--- config.mk ---
export PLATFORM = sky130hd
export DESIGN_NAME = muldiv_unit
export DESIGN_NICKNAME = d
export VERILOG_FILES = /design/src/rtl/muldiv_unit.sv
export SDC_FILE = /design/constraint.sdc
export NUM_CORES = 1
export LEC_CHECK = 0
export ABC_AREA = 1
export CAP_MARGIN = 20
export CORE_MARGIN = 4
export CORE_UTILIZATION = 30
export CTS_CLUSTER_DIAMETER = 100
export CTS_CLUSTER_SIZE = 16
export DETAILED_ROUTE_END_ITERATION = 10
export GPL_TIMING_DRIVEN = 0
export PLACE_DENSITY = 0.44
export SLEW_MARGIN = 20
export SYNTH_ARGS = -nofsm -noshare
export SYNTH_HDL_FRONTEND = slang
export SYNTH_SLANG_ARGS = --single-unit
--- constraint.sdc ---
create_clock -name clk -period 4.1 [get_ports clk]
set_input_delay 0.82 -clock clk [delete_from_list [all_inputs] [get_ports clk]]
set_output_delay 0.82 -clock clk [all_outputs]
set_load 0.01 [all_outputs]
--- src/rtl/muldiv_unit.sv ---
// muldiv_unit: multi-cycle multiply/divide unit owning the HI/LO register pair.
//
// Multiplies use a radix-2 shift-add loop, divides a radix-2 restoring
// shift-subtract loop; both run exactly WIDTH iterations, followed by one
// sign-correction/write-back cycle. MTHI/MTLO complete in a single cycle.
//
// Ports:
//   clk       rising-edge clock
//   rst       synchronous, active-high reset
//   start     request strobe, accepted only while idle
//   op        000 MULT, 001 MULTU, 010 DIV, 011 DIVU,
//             100 MADD, 101 MADDU, 110 MTHI, 111 MTLO
//   din1      rs operand (multiplicand / dividend / move source)
//   din2      rt operand (multiplier / divisor)
//   busy      operation in progress
//   done      one-cycle pulse when HI/LO were updated
//   div_zero  pulses with done when a divide had din2 == 0
//   hi, lo    architectural HI/LO registers
module muldiv_unit #(
    parameter int WIDTH = 32,
    parameter int CNT_W = $clog2(WIDTH) + 1
) (
    input  logic             clk,
    input  logic             rst,
    input  logic             start,
    input  logic [2:0]       op,
    input  logic [WIDTH-1:0] din1,
    input  logic [WIDTH-1:0] din2,
    output logic             busy,
    output logic             done,
    output logic             div_zero,
    output logic [WIDTH-1:0] hi,
    output logic [WIDTH-1:0] lo
);

    typedef enum logic [1:0] {
        IDLE,
        CALC,
        FIX
    } state_t;

    state_t state, state_nxt;

    logic [CNT_W-1:0]   cnt;
    logic [2:0]         op_q;
    logic [WIDTH-1:0]   opa;       // multiplicand or divisor magnitude
    logic [2*WIDTH-1:0] acc;       // {partial product, multiplier} or {remainder, quotient}
    logic               neg_res;   // product / quotient must be negated
    logic               neg_rem;   // remainder must be negated (dividend sign)
    logic               dz_q;

    // Request decode
    logic             is_mt_in;
    logic             is_div_in;
    logic             signed_in;
    logic             sgn1;
    logic             sgn2;
    logic [WIDTH-1:0] mag1;
    logic [WIDTH-1:0] mag2;
    logic             din2_zero;

    always_comb begin
        is_mt_in  = (op[2:1] == 2'b11);
        is_div_in = (op[2:1] == 2'b01);
        signed_in = ~op[0];
        sgn1      = signed_in & din1[WIDTH-1];
        sgn2      = signed_in & din2[WIDTH-1];
        mag1      = sgn1 ? -din1 : din1;
        mag2      = sgn2 ? -din2 : din2;
        din2_zero = (din2 == '0);
    end

    // One radix-2 iteration
    logic               is_div_q;
    logic [WIDTH:0]     mul_sum;
    logic [WIDTH:0]     div_trial;
    logic [2*WIDTH-1:0] step_nxt;

    always_comb begin
        is_div_q  = (op_q[2:1] == 2'b01);
        mul_sum   = {1'b0, acc[2*WIDTH-1:WIDTH]} + (acc[0] ? {1'b0, opa} : '0);
        // Borrow out (bit WIDTH) means the shifted remainder is below the divisor.
        div_trial = {acc[2*WIDTH-1:WIDTH], acc[WIDTH-1]} - {1'b0, opa};
        if (is_div_q) begin
            if (div_trial[WIDTH]) begin
                step_nxt = {acc[2*WIDTH-2:0], 1'b0};
            end else begin
                step_nxt = {div_trial[WIDTH-1:0], acc[WIDTH-2:0], 1'b1};
            end
        end else begin
            step_nxt = {mul_sum, acc[WIDTH-1:1]};
        end
    end

    // Sign correction and HI/LO write-back value
    logic [2*WIDTH-1:0] prod_s;
    logic [WIDTH-1:0]   quo_s;
    logic [WIDTH-1:0]   rem_s;
    logic [WIDTH-1:0]   res_hi;
    logic [WIDTH-1:0]   res_lo;

    always_comb begin
        prod_s = neg_res ? -acc : acc;
        quo_s  = neg_res ? -acc[WIDTH-1:0] : acc[WIDTH-1:0];
        rem_s  = neg_rem ? -acc[2*WIDTH-1:WIDTH] : acc[2*WIDTH-1:WIDTH];
        res_hi = hi;
        res_lo = lo;
        case (op_q)
            3'b000, 3'b001: begin
                {res_hi, res_lo} = prod_s;
            end
            3'b100, 3'b101: begin
                {res_hi, res_lo} = {hi, lo} + prod_s;
            end
            3'b010, 3'b011: begin
                if (dz_q) begin
                    // opa holds the raw dividend for a zero divisor
                    res_hi = opa;
                    res_lo = '1;
                end else begin
                    res_hi = rem_s;
                    res_lo = quo_s;
                end
            end
            default: begin
                res_hi = hi;
                res_lo = lo;
            end
        endcase
    end

    // Next-state logic
    always_comb begin
        state_nxt = state;
        case (state)
            IDLE: begin
                if (start && !is_mt_in) begin
                    state_nxt = CALC;
                end
            end
            CALC: begin
                if (cnt == CNT_W'(1)) begin
                    state_nxt = FIX;
                end
            end
            FIX: begin
                state_nxt = IDLE;
            end
            default: begin
                state_nxt = IDLE;
            end
        endcase
    end

    always_ff @(posedge clk) begin
        if (rst) begin
            state <= IDLE;
        end else begin
            state <= state_nxt;
        end
    end

    // Datapath and registered outputs
    always_ff @(posedge clk) begin
        if (rst) begin
            busy     <= 1'b0;
            done     <= 1'b0;
            div_zero <= 1'b0;
            hi       <= '0;
            lo       <= '0;
            cnt      <= '0;
            op_q     <= '0;
            opa      <= '0;
            acc      <= '0;
            neg_res  <= 1'b0;
            neg_rem  <= 1'b0;
            dz_q     <= 1'b0;
        end else begin
            busy     <= (state_nxt != IDLE);
            done     <= 1'b0;
            div_zero <= 1'b0;
            case (state)
                IDLE: begin
                    if (start) begin
                        if (is_mt_in) begin
                            if (op[0]) begin
                                lo <= din1;
                            end else begin
                                hi <= din1;
                            end
                            done <= 1'b1;
                        end else begin
                            op_q    <= op;
                            cnt     <= CNT_W'(WIDTH);
                            neg_res <= sgn1 ^ sgn2;
                            neg_rem <= sgn1;
                            dz_q    <= is_div_in & din2_zero;
                            if (is_div_in) begin
                                // A zero divisor never matters to the loop, so
                                // its slot keeps the raw dividend for write-back.
                                opa <= din2_zero ? din1 : mag2;
                                acc <= {{WIDTH{1'b0}}, mag1};
                            end else begin
                                opa <= mag1;
                                acc <= {{WIDTH{1'b0}}, mag2};
                            end
                        end
                    end
                end
                CALC: begin
                    acc <= step_nxt;
                    cnt <= cnt - CNT_W'(1);
                end
                FIX: begin
                    hi       <= res_hi;
                    lo       <= res_lo;
                    done     <= 1'b1;
                    div_zero <= dz_q;
                end
                default: begin
                end
            endcase
        end
    end

endmodule

==> results.cfg, run 1 <==
[die]
rows = 105
core_area_um2 = 81980
die_x_um = 295.5
io_pins = 137
dieArea_um2 = 87330
initial_core_util_pct = 30.25
die_h_um = 295.5

[placed_design]
io_buffers = 135
hpwlAfterDp_mm = 128.4
dp_slack_ps = -825.1
gp_congestion = 1.013

[routing]
vias = 31610
wl_per_cell_um = 25.81
dr.pass1.iters = 6
drt_wl_total_mm = 150.3
first_iter_violations = 3117
viasPerCell = 5.428
ant_nets = 0
drc_errors = 0

[critical_path]
timing.rr.start = acc[0]
r2r_slack_ps = 170
crit_family = simple AND/OR/NAND/NOR gates
cp.arrival_ps = 4340
endpoint_kind = register
crit_required_ps = 4510
cp_max_fo = 6
slowest_stage = ha_1
criticalPathCategory = reg2reg
r2r_end = hi[31]
rr_worst_depth = 27
critPathLaunchType = register
cpMostUsedCell = nand2_1
cp.depth = 27
crit_buf_inv = 5
max_stage_delay_ps = 400

[power]
net-switching-power_mw = 3.822
switching_share_pct = 50.63
cellLeakagePower_nw = 13.75
p_clk_share_pct = 23.7
p_int_mw = 3.727
power_frac_seq_pct = 27.5
p_per_area_nw_per_um2 = 258.9
pwr-share-comb_pct = 48.8
vdd_drop_max_uv = 348.6

[cells_and_area]
drive_above_1_share_pct = 7.809
seqCellArea_um2 = 3552
finalNetCount = 4963
multi_input_area_um2 = 19110
areaGrowthSynthToFinish_pct = 17.58
fillers = 9772

[synth]
synth_common_cells = nand2_1 (1238), inv_1 (624), nor2_1 (546), a21oi_1 (436), o21ai_0 (366)
yosys.cell_types.count = 53
yosysTopAreaCellShare_pct = 18.74
netlist_area_um2 = 24800
yosysMostFrequentCell = nand2_1
syn_area_per_cell_um2 = 5.431
synth_area_leaders = nand2_1 (19%), dfxtp_1 (14%), inv_1 (9.4%)
synth_cells = 4566
ys_ff_latch = 176
synth-edff-count = 0
async_flop_share_pct = 0
synth_nets = 4791
yosysTopAreaCell = nand2_1
ys.flop_type = dfxtp_1
ys_warn_count = 0
ys_seq_area_share_pct = 14.21

[grt]
grt_usage_pct = 33.51
grt_pass1_wl_mm = 210.8
gr-total-overflow = 0
grt_pass1_vias = 29750
grt_antenna_before_repair = 3
grt_max_degree = 20

[clocking]
cts_buffers = 17
clk_pin_slew_ps = 90
cts.sinks = 176
cts_buffer_depth = 2
clkLatencyLatePin_ps = 520
cts_tree = built
h-tree-depth = 4
cts_root_buf = clkbuf_16
ctsHoldBuffers = 0

[timing]
min_period_ps = 3930
clock_skew_ps = 26.52
finalWorstSetupSlack_ps = 169.8
finalMaxSlewViolations = 0
period_share_pct = 95.86
slew_headroom_pct = 22.33
setup_tns_ps = 0
setup_viol = 0
tightest_slew_ps = 1165
hold_viol = 0
fmax_mhz = 254.4

[worst_hold_path]
worstHoldEndpoint = cnt[3]
worstHoldStart = cnt[3]
hold_depth = 2
min_path_type = reg2reg

[outcome]
status = finished clean

[flow_run]
maxCapViolCount = 0
==> metrics by stage <==
stage          utilization (%)  instance area, µm²  total power, mW  hold slack [ps]  cells
2_1_floorplan                -               24800            4.066            454.1   4566
3_3_place_gp             33.53               27490            5.530            479.6   5771
3_5_place_dp             33.54               27490            5.513            485.9   5771
4_1_cts                  34.61               28370            7.329            505.0   5805
5_1_grt                  35.56               29150            7.901            551.3   5821
6_report                 35.57               29160            7.549            509.4   5823
==> registers in the layout (all words and copies together), names as in the netlist <==
name,count
busy,1
acc,64
dz_q,1
cnt,6
state,2
op_q,2
opa,32
done,1
lo,32
neg_rem,1
div_zero,1
neg_res,1
hi,32
==> placed cells by master, fill, tap and decap left out, types with 22 or more instances in the layout <==
master           Yosys  final
xor2_1             104     89
nand2_1           1238   1213
ha_1               152    130
nor2_4              12     32
o211ai_1            57     57
nand4_1             46     46
dfxtp_1            176    153
nor2_2               9     55
clkbuf_1           127    124
a21oi_1            436    418
nand3b_1            38     38
or2_2               28     28
nand2_2              9     32
nand3_1            340    331
a31oi_1             25     25
a21oi_2              8     24
clkdlybuf4s50_1      0    135
nor3_1              41     33
nor2_1             546    480
inv_1              624    613
o21ai_1             16     23
xnor2_1             22     22
dfxtp_2              0     23
o21ai_0            366    352
==> power groups by stage <==
stage,logic (mW),registers (mW),clock network (mW)
CTS,3.48,2.06,1.80
detailed placement,3.42,2.10,0
global route,3.97,2.09,1.84
finish,3.68,2.08,1.79
floorplan,2.09,1.98,0
global placement,3.43,2.10,0
==> area by class of cell <==
| cell class | count | area share, % |
|---|---|---|
| clock inverters | 15 | 0.5707 |
| repair buffers | 153 | 5.153 |
| multi-input cells | 3595 | 65.52 |
| diodes | 2 | 0.01716 |
| clock buffers | 17 | 1.459 |
| flip-flops and latches | 176 | 12.18 |
| plain buffers | 160 | 2.304 |
| inverters | 635 | 8.200 |
| well taps | 1070 | 4.591 |
==> what timing repair did <==
| item | 4_1_cts | 5_1_grt |
|---|---|---|
| resized for setup | 84 | 185 |
| pin swaps | 7 | 20 |
| setup endpoints to repair | 44 | 41 |
| buffers inserted | 2 | 16 |
==> cell families after synthesis <==
logic type / Yosys count / share of synthesized area (%)
AOI/OAI and AO/OA: 980 / 21.48
adders and majority gates: 155 / 7.911
and+or+nand+nor: 2332 / 39.54
DFF: 176 / 14.21
buffers and inverters: 795 / 12.28
xor gates and xnor gates: 128 / 4.581
==> routing by layer <==
layer  share of wire, %  vias to the layer above  track usage (%)
met3                5.5                      217            3.087
li1                   -                    15170                -
met4                4.8                        2            14.35
met5             0.0060                        -                0
met1                 44                    15050            44.22
met2                 46                     1174            55.99
==> worst register-to-register path, cell delays in order (launching register included) <==
cell and delay (ps):
dfxtp_2 350, buf_6 150, inv_8 90, ha_4 160, nand3_4 120, nor2_4 170
nand2_4 120, nor2_4 180, nand3_1 90, nand2_1 80, xor2_1 150, inv_1 130
ha_1 400, nand2_1 120, nor2_1 140, inv_1 100, nor2_2 130, inv_2 100
nor2_1 90, nand2_1 110, nand2_4 170, nand2_1 90, nand2_2 130, nand3_1 100
nand3_1 100, nand2_1 70, nand2_2 130, a21oi_2 70
==> worst max path at each step <==
stage	endpoint	startpoint	slack, ps
final	hi[31]	acc[0]	170
after global routing	hi[31]	acc[11]	-30
after CTS	hi[19]	acc[32]	-40
after detailed placement	hi[31]	acc[0]	-830
after global placement	hi[31]	acc[0]	-830
after floorplan	hi[31]	acc[0]	970
(Power assumes the default switching activity.)
==> inputs of run 2 (changes only) <==
Settings changed: CORE_ASPECT_RATIO set to 0.6, CTS_CLUSTER_DIAMETER 100 to 50.
==> run 2 against run 1 <==
Effect of this change:
- sequential cell count did not move
- via count is 3.1% higher
- sequential power barely moved
- critical endpoint is now hi[25]
- largest cell class unchanged
- critical path type unchanged
- fmax decreased by 4.1%
- clock skew is 2.1 ps lower
- highest routed layer unchanged
- clock power grew 4%
==> results.cfg, run 2 (synthesized netlist as in run 1, its figures left out) <==
[power]
cellLeakagePower_nw = 13.84
vdd_drop_max_uv = 312.4
finalPower_mw = 7.756
p_per_area_nw_per_um2 = 264.1

[critical_path]
critPathLaunchType = register
rr_worst_depth = 21
criticalPathCategory = reg2reg
max_stage_delay_ps = 410
cpMostUsedCell = nand2_1
slowest_stage = buf_2
crit_buf_inv = 5
crit_family = buffers and inverters
cp.arrival_ps = 4540
crit_start = neg_res
endpoint_kind = register
crit_required_ps = 4540
timing.rr.start = neg_res
r2r_slack_ps = 3
crit_chain = buf_2 -> clkbuf_4 -> buf_2 -> buf_4 -> nand2_1 -> nand2_1 -> inv_1 -> ha_1 -> a21oi_1 -> nor2_1 -> nor2_1 -> nor2_1 -> nor2_1 -> nand2_1 -> a21oi_2 -> nand2_1 -> nand2_1 -> nand3_1 -> nand2_1 -> nand2_1 -> a21oi_1
cp_max_fo = 10
r2r_end = hi[25]

[timing]
fmax_mhz = 244.1
period_share_pct = 99.92
setup_viol = 0
finalMaxSlewViolations = 0
slew_headroom_pct = 17.97
clock_skew_ps = 24.38
setup_tns_ps = 0
tightest_slew_ps = 1230
min_period_ps = 4097
rsz0062_at_grt = yes
hold_viol = 0
timing.hold.ws_ps = 500.3

[worst_hold_path]
worstHoldStart = cnt[3]
min_path_type = reg2reg
worstHoldEndpoint = cnt[3]
hold_depth = 2

[clocking]
cts_tree = built
clk_pin_slew_ps = 80
cts_buffers = 17
cts_root_buf = clkbuf_16
ctsHoldBuffers = 0
h-tree-depth = 4
cts.sinks = 176
clkLatencyLatePin_ps = 520
cts_buffer_depth = 2

[grt]
grt_pass1_vias = 28080
grt_antenna_before_repair = 5
grt_pass1_wl_mm = 213.1
grt_usage_pct = 34.23
gr-total-overflow = 0
grt_max_degree = 20

[routing]
first_iter_violations = 4599
wl_per_cell_um = 26.66
drt_wl_total_mm = 155.6
dr.pass1.iters = 8
vias = 32570
viasPerCell = 5.582
drc_errors = 0
ant_nets = 0

[die]
core_area_um2 = 81690
die_x_um = 379.2
die_h_um = 230.7
dieArea_um2 = 87480
rows = 81
initial_core_util_pct = 30.36
io_pins = 137

[cells_and_area]
areaGrowthSynthToFinish_pct = 18.42
finalNetCount = 4964
final_cells = 5835
mostFrequentLayoutCell = nand2_1
drive_above_1_share_pct = 8.312
final_cell_mix = nand2_1 (1202), inv_1 (608), nor2_1 (466)
top_register = acc
largest_reg_flops = 64

[placed_design]
io_buffers = 135
dp_cells = 5781
hpwlAfterDp_mm = 132.8
gp_congestion = 1.041

[flow_run]
maxCapViolCount = 0

[outcome]
status = finished clean
run 2: repair_timing:
item	4_1_cts	5_1_grt
setup endpoints to repair	45	47
resized for setup	101	224
buffers inserted	5	13
pin swaps	6	19
run 2: through the flow:
| step | utilization [%] | worst slack (ps) | instance area, µm² |
|---|---|---|---|
| final | 35.95 | 3.202 | 29370 |
| after CTS | 34.85 | 1.112 | 28470 |
| after floorplan | - | 971.4 | 24800 |
| after detailed placement | 33.68 | -807.1 | 27510 |
| after global routing | 35.94 | -67.66 | 29360 |
| after global placement | 33.67 | -839.6 | 27500 |
run 2: report_power, final:
part           switching, mW  internal [mW]  total (mW)
Clock                  0.985          0.883        1.87
Sequential             0.245           1.83        2.07
Combinational           2.72           1.09        3.82
Total                   3.95           3.81        7.76
run 2: final cells by class:
class | count | area [µm²]
antenna | 4 | 10.01
buffer | 160 | 675.6
clock buffer | 17 | 425.4
clock inverter | 15 | 193.9
fill | 9482 | 52320
inverter | 635 | 2394
multi-input combinational | 3595 | 19230
sequential | 176 | 3541
tap | 1079 | 1350
timing repair buffer | 154 | 1548
run 2: worst max-delay path by stage:
stage	to	slack, ps	cells after the start
after global routing	hi[20]	-70	24
after CTS	hi[22]	1	26
after floorplan	hi[31]	970	27
after global placement	hi[19]	-840	21
after detailed placement	hi[19]	-810	21
final	hi[25]	3	21
run 2: tightest hold or removal path, delay by kind of cell, from the launching register on:
family	cells	cell delay, ps
and+or+nand+nor	1	70
AOI/OAI and AO/OA	1	70
DFF	1	320
run 2: layer usage:
metal  vias up  track usage, %  part of all wire (%)
li1      15200               -                     -
met1     15480           54.68                    49
met2      1803           41.34                    35
met3        86           14.48                    15
met4         6           4.376                   1.1
met5         -               0                 0.086
